==> src/rtl/mult_pkg.sv <==
// Shared types for the sequential radix-4 Booth multiplier.
//   mult_op_e      : RISC-V M-extension multiply op encoding
//   mult_state_e   : control FSM states
//   booth_digit_e  : decoded radix-4 Booth digit
//   booth_decode() : maps a 3-bit multiplier window to a Booth digit
//   a_is_signed() / b_is_signed() : operand signedness per op
package mult_pkg;

    typedef enum logic [1:0] {
        OP_MUL    = 2'b00,
        OP_MULH   = 2'b01,
        OP_MULHSU = 2'b10,
        OP_MULHU  = 2'b11
    } mult_op_e;

    typedef enum logic [1:0] {
        IDLE = 2'b00,
        CALC = 2'b01,
        DONE = 2'b10
    } mult_state_e;

    typedef enum logic [2:0] {
        BD_ZERO = 3'd0,
        BD_POS1 = 3'd1,
        BD_POS2 = 3'd2,
        BD_NEG1 = 3'd3,
        BD_NEG2 = 3'd4
    } booth_digit_e;

    // Window is {b[i+1], b[i], b[i-1]}; digit = -2*b[i+1] + b[i] + b[i-1].
    function automatic booth_digit_e booth_decode(input logic [2:0] bits);
        booth_digit_e d;
        case (bits)
            3'b001, 3'b010: d = BD_POS1;
            3'b011:         d = BD_POS2;
            3'b100:         d = BD_NEG2;
            3'b101, 3'b110: d = BD_NEG1;
            default:        d = BD_ZERO;
        endcase
        return d;
    endfunction

    function automatic logic a_is_signed(input mult_op_e o);
        return (o == OP_MULH) || (o == OP_MULHSU);
    endfunction

    function automatic logic b_is_signed(input mult_op_e o);
        return (o == OP_MULH);
    endfunction

endpackage

==> src/rtl/booth_mult_seq_if.sv <==
// Handshake bundle for booth_mult_seq.
//   in_valid/in_ready  : operand handshake (op_a, op_b, op)
//   flush              : abort the operation in flight
//   out_valid/out_ready: result handshake (result, product)
//   busy               : multiplier not idle
// Modports: master = pipeline side, slave = multiplier side.
interface booth_mult_seq_if #(
    parameter int WIDTH = 32
);
    logic                 in_valid;
    logic                 in_ready;
    logic [WIDTH-1:0]     op_a;
    logic [WIDTH-1:0]     op_b;
    logic [1:0]           op;
    logic                 flush;
    logic                 out_valid;
    logic                 out_ready;
    logic [WIDTH-1:0]     result;
    logic [2*WIDTH-1:0]   product;
    logic                 busy;

    modport master (
        output in_valid, op_a, op_b, op, flush, out_ready,
        input  in_ready, out_valid, result, product, busy
    );

    modport slave (
        input  in_valid, op_a, op_b, op, flush, out_ready,
        output in_ready, out_valid, result, product, busy
    );
endinterface

==> src/rtl/booth_r4_digit.sv <==
// Combinational radix-4 Booth partial-product selector.
//   bits  : 3-bit multiplier window {b[i+1], b[i], b[i-1]}
//   mcand : multiplicand, already extended to 2*WIDTH
//   pp    : selected partial product 0, +/-M, +/-2M (mod 2^(2*WIDTH))
module booth_r4_digit
    import mult_pkg::*;
#(
    parameter int WIDTH = 32
) (
    input  logic [2:0]         bits,
    input  logic [2*WIDTH-1:0] mcand,
    output logic [2*WIDTH-1:0] pp
);

    always_comb begin
        pp = '0;
        case (booth_decode(bits))
            BD_POS1: pp = mcand;
            BD_POS2: pp = mcand << 1;
            BD_NEG1: pp = -mcand;
            BD_NEG2: pp = -(mcand << 1);
            default: pp = '0;
        endcase
    end

endmodule

==> src/rtl/booth_mult_seq.sv <==
// Sequential radix-4 Booth multiplier for MUL/MULH/MULHSU/MULHU.
// Retires two multiplier bits per cycle over ITER iterations, then holds
// the result until the consumer takes it.
//   clk, rst_n : clock (rising edge), asynchronous active-low reset
//   bus        : booth_mult_seq_if.slave (operand/result handshakes, flush, busy)
// Optional build macro MULT_EARLY_TERM_EN: finish as soon as the remaining
// multiplier bits are all-zeros or all-ones (variable latency, same result).
module booth_mult_seq
    import mult_pkg::*;
#(
    parameter int WIDTH = 32,
    parameter int ITER  = (WIDTH + 2) / 2
) (
    input  logic           clk,
    input  logic           rst_n,
    booth_mult_seq_if.slave bus
);

    localparam int PW    = 2 * WIDTH;
    localparam int MW    = WIDTH + 3;
    localparam int CNT_W = $clog2(ITER + 1);
    localparam logic [CNT_W-1:0] LAST_CNT = CNT_W'(ITER - 1);

    mult_state_e      state;
    mult_state_e      state_nxt;
    mult_op_e         op_q;
    mult_op_e         op_in;
    logic [PW-1:0]    mcand;
    logic [PW-1:0]    acc;
    logic [PW-1:0]    pp;
    logic [MW-1:0]    mplier;
    logic [MW-1:0]    mplier_shr;
    logic [CNT_W-1:0] cnt;
    logic             accept;
    logic             last_iter;
    logic             calc_done;
    logic             a_ext;
    logic             b_ext;

    assign op_in  = mult_op_e'(bus.op);
    assign accept = bus.in_valid && bus.in_ready;

    // Sign bits used to widen the operands; zero for unsigned operands.
    assign a_ext = a_is_signed(op_in) & bus.op_a[WIDTH-1];
    assign b_ext = b_is_signed(op_in) & bus.op_b[WIDTH-1];

    assign mplier_shr = {{2{mplier[MW-1]}}, mplier[MW-1:2]};
    assign last_iter  = (cnt == LAST_CNT);

`ifdef MULT_EARLY_TERM_EN
    // Remaining multiplier all-zeros or all-ones produces only zero digits.
    assign calc_done = last_iter || (~|mplier_shr) || (&mplier_shr);
`else
    assign calc_done = last_iter;
`endif

    booth_r4_digit #(.WIDTH(WIDTH)) u_digit (
        .bits  (mplier[2:0]),
        .mcand (mcand),
        .pp    (pp)
    );

    always_ff @(posedge clk or negedge rst_n) begin
        if (!rst_n) begin
            state <= IDLE;
        end else begin
            state <= state_nxt;
        end
    end

    always_comb begin
        state_nxt = state;
        case (state)
            IDLE:    if (accept)        state_nxt = CALC;
            CALC:    if (calc_done)     state_nxt = DONE;
            DONE:    if (bus.out_ready) state_nxt = IDLE;
            default:                    state_nxt = IDLE;
        endcase
        // Flush aborts from any state and suppresses any output.
        if (bus.flush) begin
            state_nxt = IDLE;
        end
    end

    always_ff @(posedge clk or negedge rst_n) begin
        if (!rst_n) begin
            mcand  <= '0;
            mplier <= '0;
            acc    <= '0;
            cnt    <= '0;
            op_q   <= OP_MUL;
        end else if (accept && !bus.flush) begin
            mcand  <= {{WIDTH{a_ext}}, bus.op_a};
            mplier <= {{2{b_ext}}, bus.op_b, 1'b0};
            acc    <= '0;
            cnt    <= '0;
            op_q   <= op_in;
        end else if (state == CALC && !bus.flush) begin
            acc    <= acc + pp;
            mcand  <= mcand << 2;
            mplier <= mplier_shr;
            cnt    <= cnt + CNT_W'(1);
        end
    end

    // in_ready is held low while reset is asserted, not just in IDLE.
    assign bus.in_ready  = rst_n && (state == IDLE);
    assign bus.out_valid = (state == DONE);
    assign bus.busy      = (state != IDLE);
    assign bus.product   = acc;
    assign bus.result    = (op_q == OP_MUL) ? acc[WIDTH-1:0] : acc[PW-1:WIDTH];

endmodule

==> src/flat_wrapper.sv <==
// flat-port wrapper written by rule: the top's interface ports become plain ports
module booth_mult_seq_flat import mult_pkg::*;
#(
    parameter int WIDTH = 32,
    parameter int ITER  = (WIDTH + 2) / 2
)
  (clk, rst_n, bus_in_valid, bus_op_a, bus_op_b, bus_op, bus_flush, bus_out_ready, bus_in_ready, bus_out_valid, bus_result, bus_product, bus_busy);
  booth_mult_seq_if #(.WIDTH(WIDTH)) bus_i ();
  input  logic clk;
  input  logic rst_n;
  input wire logic [$bits(bus_i.in_valid)-1:0] bus_in_valid;
  input wire logic [$bits(bus_i.op_a)-1:0] bus_op_a;
  input wire logic [$bits(bus_i.op_b)-1:0] bus_op_b;
  input wire logic [$bits(bus_i.op)-1:0] bus_op;
  input wire logic [$bits(bus_i.flush)-1:0] bus_flush;
  input wire logic [$bits(bus_i.out_ready)-1:0] bus_out_ready;
  output wire logic [$bits(bus_i.in_ready)-1:0] bus_in_ready;
  output wire logic [$bits(bus_i.out_valid)-1:0] bus_out_valid;
  output wire logic [$bits(bus_i.result)-1:0] bus_result;
  output wire logic [$bits(bus_i.product)-1:0] bus_product;
  output wire logic [$bits(bus_i.busy)-1:0] bus_busy;
  assign bus_i.in_valid = bus_in_valid;
  assign bus_i.op_a = bus_op_a;
  assign bus_i.op_b = bus_op_b;
  assign bus_i.op = bus_op;
  assign bus_i.flush = bus_flush;
  assign bus_i.out_ready = bus_out_ready;
  assign bus_in_ready = bus_i.in_ready;
  assign bus_out_valid = bus_i.out_valid;
  assign bus_result = bus_i.result;
  assign bus_product = bus_i.product;
  assign bus_busy = bus_i.busy;
  booth_mult_seq #(.WIDTH(WIDTH), .ITER(ITER)) u_core (.clk(clk), .rst_n(rst_n), .bus(bus_i));
endmodule
==> config.mk <==
export PLATFORM = sky130hd
export DESIGN_NAME = booth_mult_seq_flat
export DESIGN_NICKNAME = d
export VERILOG_FILES = /design/src/rtl/mult_pkg.sv /design/src/rtl/booth_mult_seq_if.sv /design/src/rtl/booth_r4_digit.sv /design/src/rtl/booth_mult_seq.sv /design/src/flat_wrapper.sv
export SDC_FILE = /design/constraint.sdc
export NUM_CORES = 1
export LEC_CHECK = 0
export BUFFER_PORTS_ARGS = -buffer_cell sky130_fd_sc_hd__buf_2
export CAP_MARGIN = 20
export CORE_ASPECT_RATIO = 0.7
export CORE_UTILIZATION = 60
export CTS_CLUSTER_DIAMETER = 80
export CTS_CLUSTER_SIZE = 10
export DETAILED_ROUTE_END_ITERATION = 10
export PLACE_DENSITY = 0.91
export SYNTH_ARGS = -nofsm -noshare
export SYNTH_HDL_FRONTEND = slang
export SYNTH_SLANG_ARGS = --single-unit
==> constraint.sdc <==
create_clock -name clk -period 6.6 [get_ports clk]
set_input_delay 0.33 -clock clk [delete_from_list [all_inputs] [get_ports clk]]
set_output_delay 0.33 -clock clk [all_outputs]
set_load 0.03 [all_outputs]
# After elaboration in Yosys (flattened, before gate mapping)
# Cells that the tools add are included.
# totals
in_bits	71
latchBits	0
output_inout_bits	99
n_memories	0
word_cells	60
mem_bits_ro	0
mem_bits_rw	0
reg_bits	172
# classes
n_bitwise	2
multipliers	0
reduce_logical	13
n_lt_le_gt_ge	0
add_sub_neg	4
n_shift	0
div_mod_pow	0
n_mux	16
eq_ne	18
# op_table
op	n
2-to-1 mux 64 bit	4
case mux 64 bit (4 select lines)	1
negation 64 bit	2
adder 64 bit	1
2-to-1 mux 35 bit	1
2-to-1 mux 34 bit	1
2-to-1 mux 32 bit	1
equality test 3 x 2 -> 1 bit (second input constant)	4
equality test 3 bit (second input constant)	4
case mux 3 bit (4 select lines)	1
2-to-1 mux 5 bit	2
2-to-1 mux 2 bit	4
equality test 3 x 1 -> 1 bit (second input constant)	2
inequality test 3 x 2 -> 1 bit (second input constant)	2
case mux 2 bit (3 select lines)	1
adder 5 x 1 -> 5 bit (second input constant)	1
equality test 5 bit (second input constant)	1
equality test 2 x 1 -> 1 bit (second input constant)	2
equality test 2 bit (second input constant)	2
logical AND 1 bit	4
logical NOT 2 bit	2
nonzero test 2 bit	2
OR reduction 2 bit	2
inequality test 3 bit (second input constant)	1
4 further kinds	5

# Depth between registers and ports, before layout
# depth
ltp_word	8
ltp_mapped	26

# By module
# Synthesis repeated with hierarchy kept, for this count alone.
# unflattened
cells_unflattened	1967
hier_area_um2	14963.1
# modules_own_cells
mod	n_inst	area_each_um2	cells_each
booth_mult_seq	1	11313.4	1373
booth_r4_digit	1	3649.8	594

# Least setup slack after synthesis
# Ideal clock, no wire load.
# synth_path
kind	register to register
from	register u_core.mcand[0]
to	register u_core.acc[52], in the netlist u_core.bus.product[52]
setup_slack_ns	1.378
path_stages_with_launch	25
t_required_ns	6.478
t_arrival_ns	5.100
synth_period_minus_slack_ns	5.222
setup_time_ns	0.122
cell_sequence	dfrtp_1 -> inv_1 -> ha_1 -> nor3b_1 -> nand4_1 -> nor4_1 -> nand2_1 -> nor4_1 -> xor2_1 -> o21ai_0 -> a221oi_1 -> a21oi_1 -> ha_1 -> clkbuf_1 -> and3_1 -> nor4_1 -> o21ai_0 -> o21ai_0 -> o21ai_0 -> a211oi_1 -> o311ai_0 -> a31oi_1 -> o21ai_0 -> mux2i_1 -> nand2_1
# synth_between
elab_chain_len	5
# synth_rtl
item	line_no	text
start, declared	booth_mult_seq.sv:28	logic [PW-1:0] mcand;
start signal, assigned	booth_mult_seq.sv:93	mcand <= {{WIDTH{a_ext}}, bus.op_a};
start signal, assigned	booth_mult_seq.sv:100	mcand <= mcand << 2;
negation 64 bit, on equally long branches	booth_r4_digit.sv:20, booth_r4_digit.sv:21	
case mux 64 bit (4 select lines) *	booth_r4_digit.sv:17	case (booth_decode(bits))
adder 64 bit *	booth_mult_seq.sv:99	acc <= acc + pp;
2-to-1 mux 64 bit *	booth_mult_seq.sv:98	end else if (state == CALC && !bus.flush) begin
2-to-1 mux 64 bit *	booth_mult_seq.sv:92	end else if (accept && !bus.flush) begin
end signal, assigned	booth_mult_seq.sv:99	
end, declared	booth_mult_seq.sv:29	logic [PW-1:0] acc;
# Mark *: on every way between the ends. The rest lies on a longest branch, timed or not. The select of a mux whose other input is x is not followed.
# A chain may end at the register's enable or synchronous reset.

# Final worst setup path
# layout_path
from	register u_core.mcand[1]
to	register u_core.acc[59], in the netlist u_core.bus.product[59]
# The elaborated chain is that of the path after synthesis.

==> impl_metrics.toml <==
[min_path]
min_path_type = "input pin to flip-flop"

[global_route]
overflow = 0
grt_pass1_wl_um = 78100
grt_max_degree = 102
gr-usage-all-layers_pct = 39.5
grt_pass1_vias = 13900
antenna_found_initial = 4

[die]
io_pins = 170
die_w_um = 190
die-height_um = 134
row_count = 47
die_area_um2 = 25400
coreArea_um2 = 23900
start_util_pct = 62.0

[power_and_ir_drop]
irDropWorstVdd_mv = 0.317
clock_power_share_pct = 12.5
p_leak_nw = 7.53
power_density_nw_per_um2 = 503
p_int_mw = 3.76
switching_share_pct = 54.2
seq_power_share_pct = 26.1
p_switching_mw = 4.45
power_frac_comb_pct = 61.4

[timing]
fin_tns_setup_ps = 0
maxSlewViolCount = 0
setup_viol = 0
rsz0062_at_grt = "no"
fmax_mhz = 164
slew_headroom_pct = 27.5
tightest_slew_ps = 1090
hold_viol_final = 0
clock-skew-final_ps = 14.3
min_period_over_period_pct = 92.6
min_period_ps = 6110

[cells_and_area]
nets = 2145
fin_cells = 2338
regArea_um2 = 4310
drive_gt1_share_pct = 15.2
fillCellCount = 1998
area_growth_pct = 10.1
multiInputGateArea_um2 = 9770
postLayoutCoreUtil_pct = 68.3

[setup_path]
cpMostUsedCell = "o21ai_0"
critPathRequiredTime_ps = 6900
path_delay_family = "simple AND/OR/NAND/NOR gates"
start_kind = "flip-flop"
max_stage_delay_ps = 490
path_cells = "inv_1 -> ha_1 -> nor3b_1 -> buf_4 -> nand4_1 -> nor4_1 -> buf_4 -> nand2_1 -> nor4_1 -> nand2b_1 -> xor2_1 -> o21ai_0 -> ha_1 -> nand4_1 -> or3_1 -> nor3_1 -> o21ai_0 -> a21oi_1 -> nor2_1 -> o31ai_1 -> a21oi_1 -> o21ai_0 -> xnor2_1 -> o21ai_0"
crit_type = "flip-flop to flip-flop"
critical_path_peak_fanout = 8
worstPathArrival_ps = 6410
critical_path_buf_inv_count = 3
critical_path.endpoint_type = "flip-flop"
worst_path_max_delay_cell = "ha_1"

[clock_network]
root_buffer = "clkbuf_16"
cts_tree = "yes"
cts.path.max_buffers = 2
path_clk_slew_ps = 80
htree_levels = 4
cts_sinks = 172
cts-buffers-inserted = 17
clkLatencyLatePin_ps = 460

[placement]
gp_congestion = 1.03
post-dp-hpwl_um = 36300
placement.io_buffers = 169
dp.cells = 2303

[logic_synthesis]
yosysUniqueCellTypes = 81
synth_fp_nets = 2097
synth_cells = 1958
synth_top_area_cell = "dfrtp_1"
synthArstFlopShare_pct = 100
ys_ff_latch = 172
synth_flop_cell = "dfrtp_1"
synth.area.top_cells = "dfrtp_1 29%, nand2_1 8.9%, ha_1 5.6%"
synth_area_um2 = 14800
seq_area_frac_synth_pct = 29.0
synth_top_area_share_pct = 29.0
syn_area_per_cell_um2 = 7.58
synth_edf_count = 0
yosysWarnings = 0

[route]
antenna_left = 0
routed_wl_um = 50400
vias_per_cell = 6.69
dr.pass1.iters = 8
dr.first_iter.drc_count = 2024
wl_per_cell_um = 21.5
vias = 15600
drcViolationCount = 0

[status]
status = "complete, no violations"

[flow_run]
cap_violations = 0
Yosys cell counts, types with 6 or more instances:
master	instances
a211oi_1	10
a21o_1	36
a21oi_1	139
a221oi_1	31
a22oi_1	87
a31oi_1	32
a32oi_1	7
and3_1	12
buf_1	15
buf_2	11
clkbuf_1	152
dfrtp_1	172
ha_1	67
inv_1	32
mux2_2	35
mux2i_1	16
nand2_1	353
nand2b_1	16
nand3_1	58
nand4_1	24
nor2_1	126
nor2b_1	17
nor3_1	32
nor4_1	11
o21a_1	6
o21ai_0	155
o21bai_1	21
o221ai_1	9
o22ai_1	15
o31ai_1	12
or3_1	18
or4_1	6
xnor2_1	90
xor2_1	55
power groups by stage:
stage	logic (mW)	clock network, mW	registers [mW]
floorplan	3.61	0	1.98
global placement	4.82	0	2.10
detailed placement	4.91	0	2.12
CTS	4.93	1.03	2.11
global route	5.46	1.07	2.18
finish	5.05	1.02	2.15
cell families after synthesis:
kind of cell | synth area share (%)
mux | 3.73
flops | 29.0
simple gates | 21.7
compound gates | 25.7
fa+ha+maj | 5.78
buf+inv | 5.56
xor+xnor | 8.55
stage by stage:
step | worst slack [ps] | hold slack (ps) | cell area (um^2) | power (mW)
2_1_floorplan | 1380 | 34.4 | 14800 | 5.59
3_5_place_dp | 407 | 282 | 15700 | 7.03
3_3_place_gp | 654 | 279 | 15700 | 6.93
5_1_grt | 34.9 | 88.8 | 16300 | 8.71
4_1_cts | 331 | 67.5 | 16300 | 8.07
6_report | 487 | 74.7 | 16300 | 8.22
layout make-up:
type                            instances  share of cell area, %
Sequential cell                       172                   26.4
Multi-Input combinational cell       1572                   59.8
Tap cell                              318                   2.43
Clock inverter                         15                  0.903
Inverter                               34                  0.781
Antenna cell                            1                 0.0153
Timing Repair Buffer                  209                   7.11
Clock buffer                           17                   2.60
worst min-delay path: cells and delay by family:
family | cells | cell delay, ps
compound gates | 1 | 50
simple gates | 1 | 40
buf+inv | 1 | 80
path summary, 6_finish.rpt:
| path | start | to | slack [ps] | depth (start not counted) |
|---|---|---|---|---|
| worst min-delay path | bus_op_a[1] | u_core.mcand[1]$_DFFE_PN0P_ | 70 | 3 |
| worst max register to register | u_core.mcand[1]$_DFFE_PN0P_ | u_core.bus.product[59]$_DFFE_PN0P_ | 490 | 24 |
| worst min register to register | u_core.mplier[5]$_DFFE_PN0P_ | u_core.mplier[5]$_DFFE_PN0P_ | 480 | 2 |
| max in group asynchronous | rst_n | u_core.mplier[0]$_DFFE_PN0P_ | 4790 | 3 |
| worst max-delay path | u_core.mcand[1]$_DFFE_PN0P_ | u_core.bus.product[59]$_DFFE_PN0P_ | 490 | 24 |
| min in group asynchronous | rst_n | u_core.bus.product[52]$_DFFE_PN0P_ | 380 | 2 |
cell usage in the layout, fill, tap and decap left out, types with 15 or more instances in the layout:
cell         n
o21bai_1    21
a22oi_1     87
a221oi_1    31
nand3_1     58
nand4_1     24
a21o_1      36
nor2b_1     16
dfrtp_1    169
nor3_1      31
mux2_2      35
o22ai_1     15
clkbuf_16   17
nor2_1     122
mux2i_1     16
xnor2_1     90
ha_1        67
xor2_1      55
or3_1       18
nand2_1    353
buf_2      168
a31oi_1     31
inv_1       32
a21oi_1    138
nand2b_1    15
buf_4       38
o21ai_0    155
timing repair:
action	CTS	global route
endpoints found under the hold margin	35	0
gates resized for setup	0	3
hold buffers	1	0
setup endpoints to repair	0	6
buffers inserted	0	0
per-layer routing:
metal	share of wire (%)	global-route usage, %	vias to the layer above
li1	-	-	7108
met1	42	56.9	7467
met2	43	56.9	918
met3	11	9.22	137
met4	3.7	15.4	4
met5	0.099	0	-
registers in the layout, indices dropped and copies added, names as in the netlist:
| signal | flops |
|---|---|
| u_core.bus.product | 64 |
| u_core.cnt | 5 |
| u_core.mcand | 64 |
| u_core.mplier | 35 |
| u_core.op_q | 2 |
| u_core.state | 2 |
Note: power is estimated with default switching activity, not from simulation.
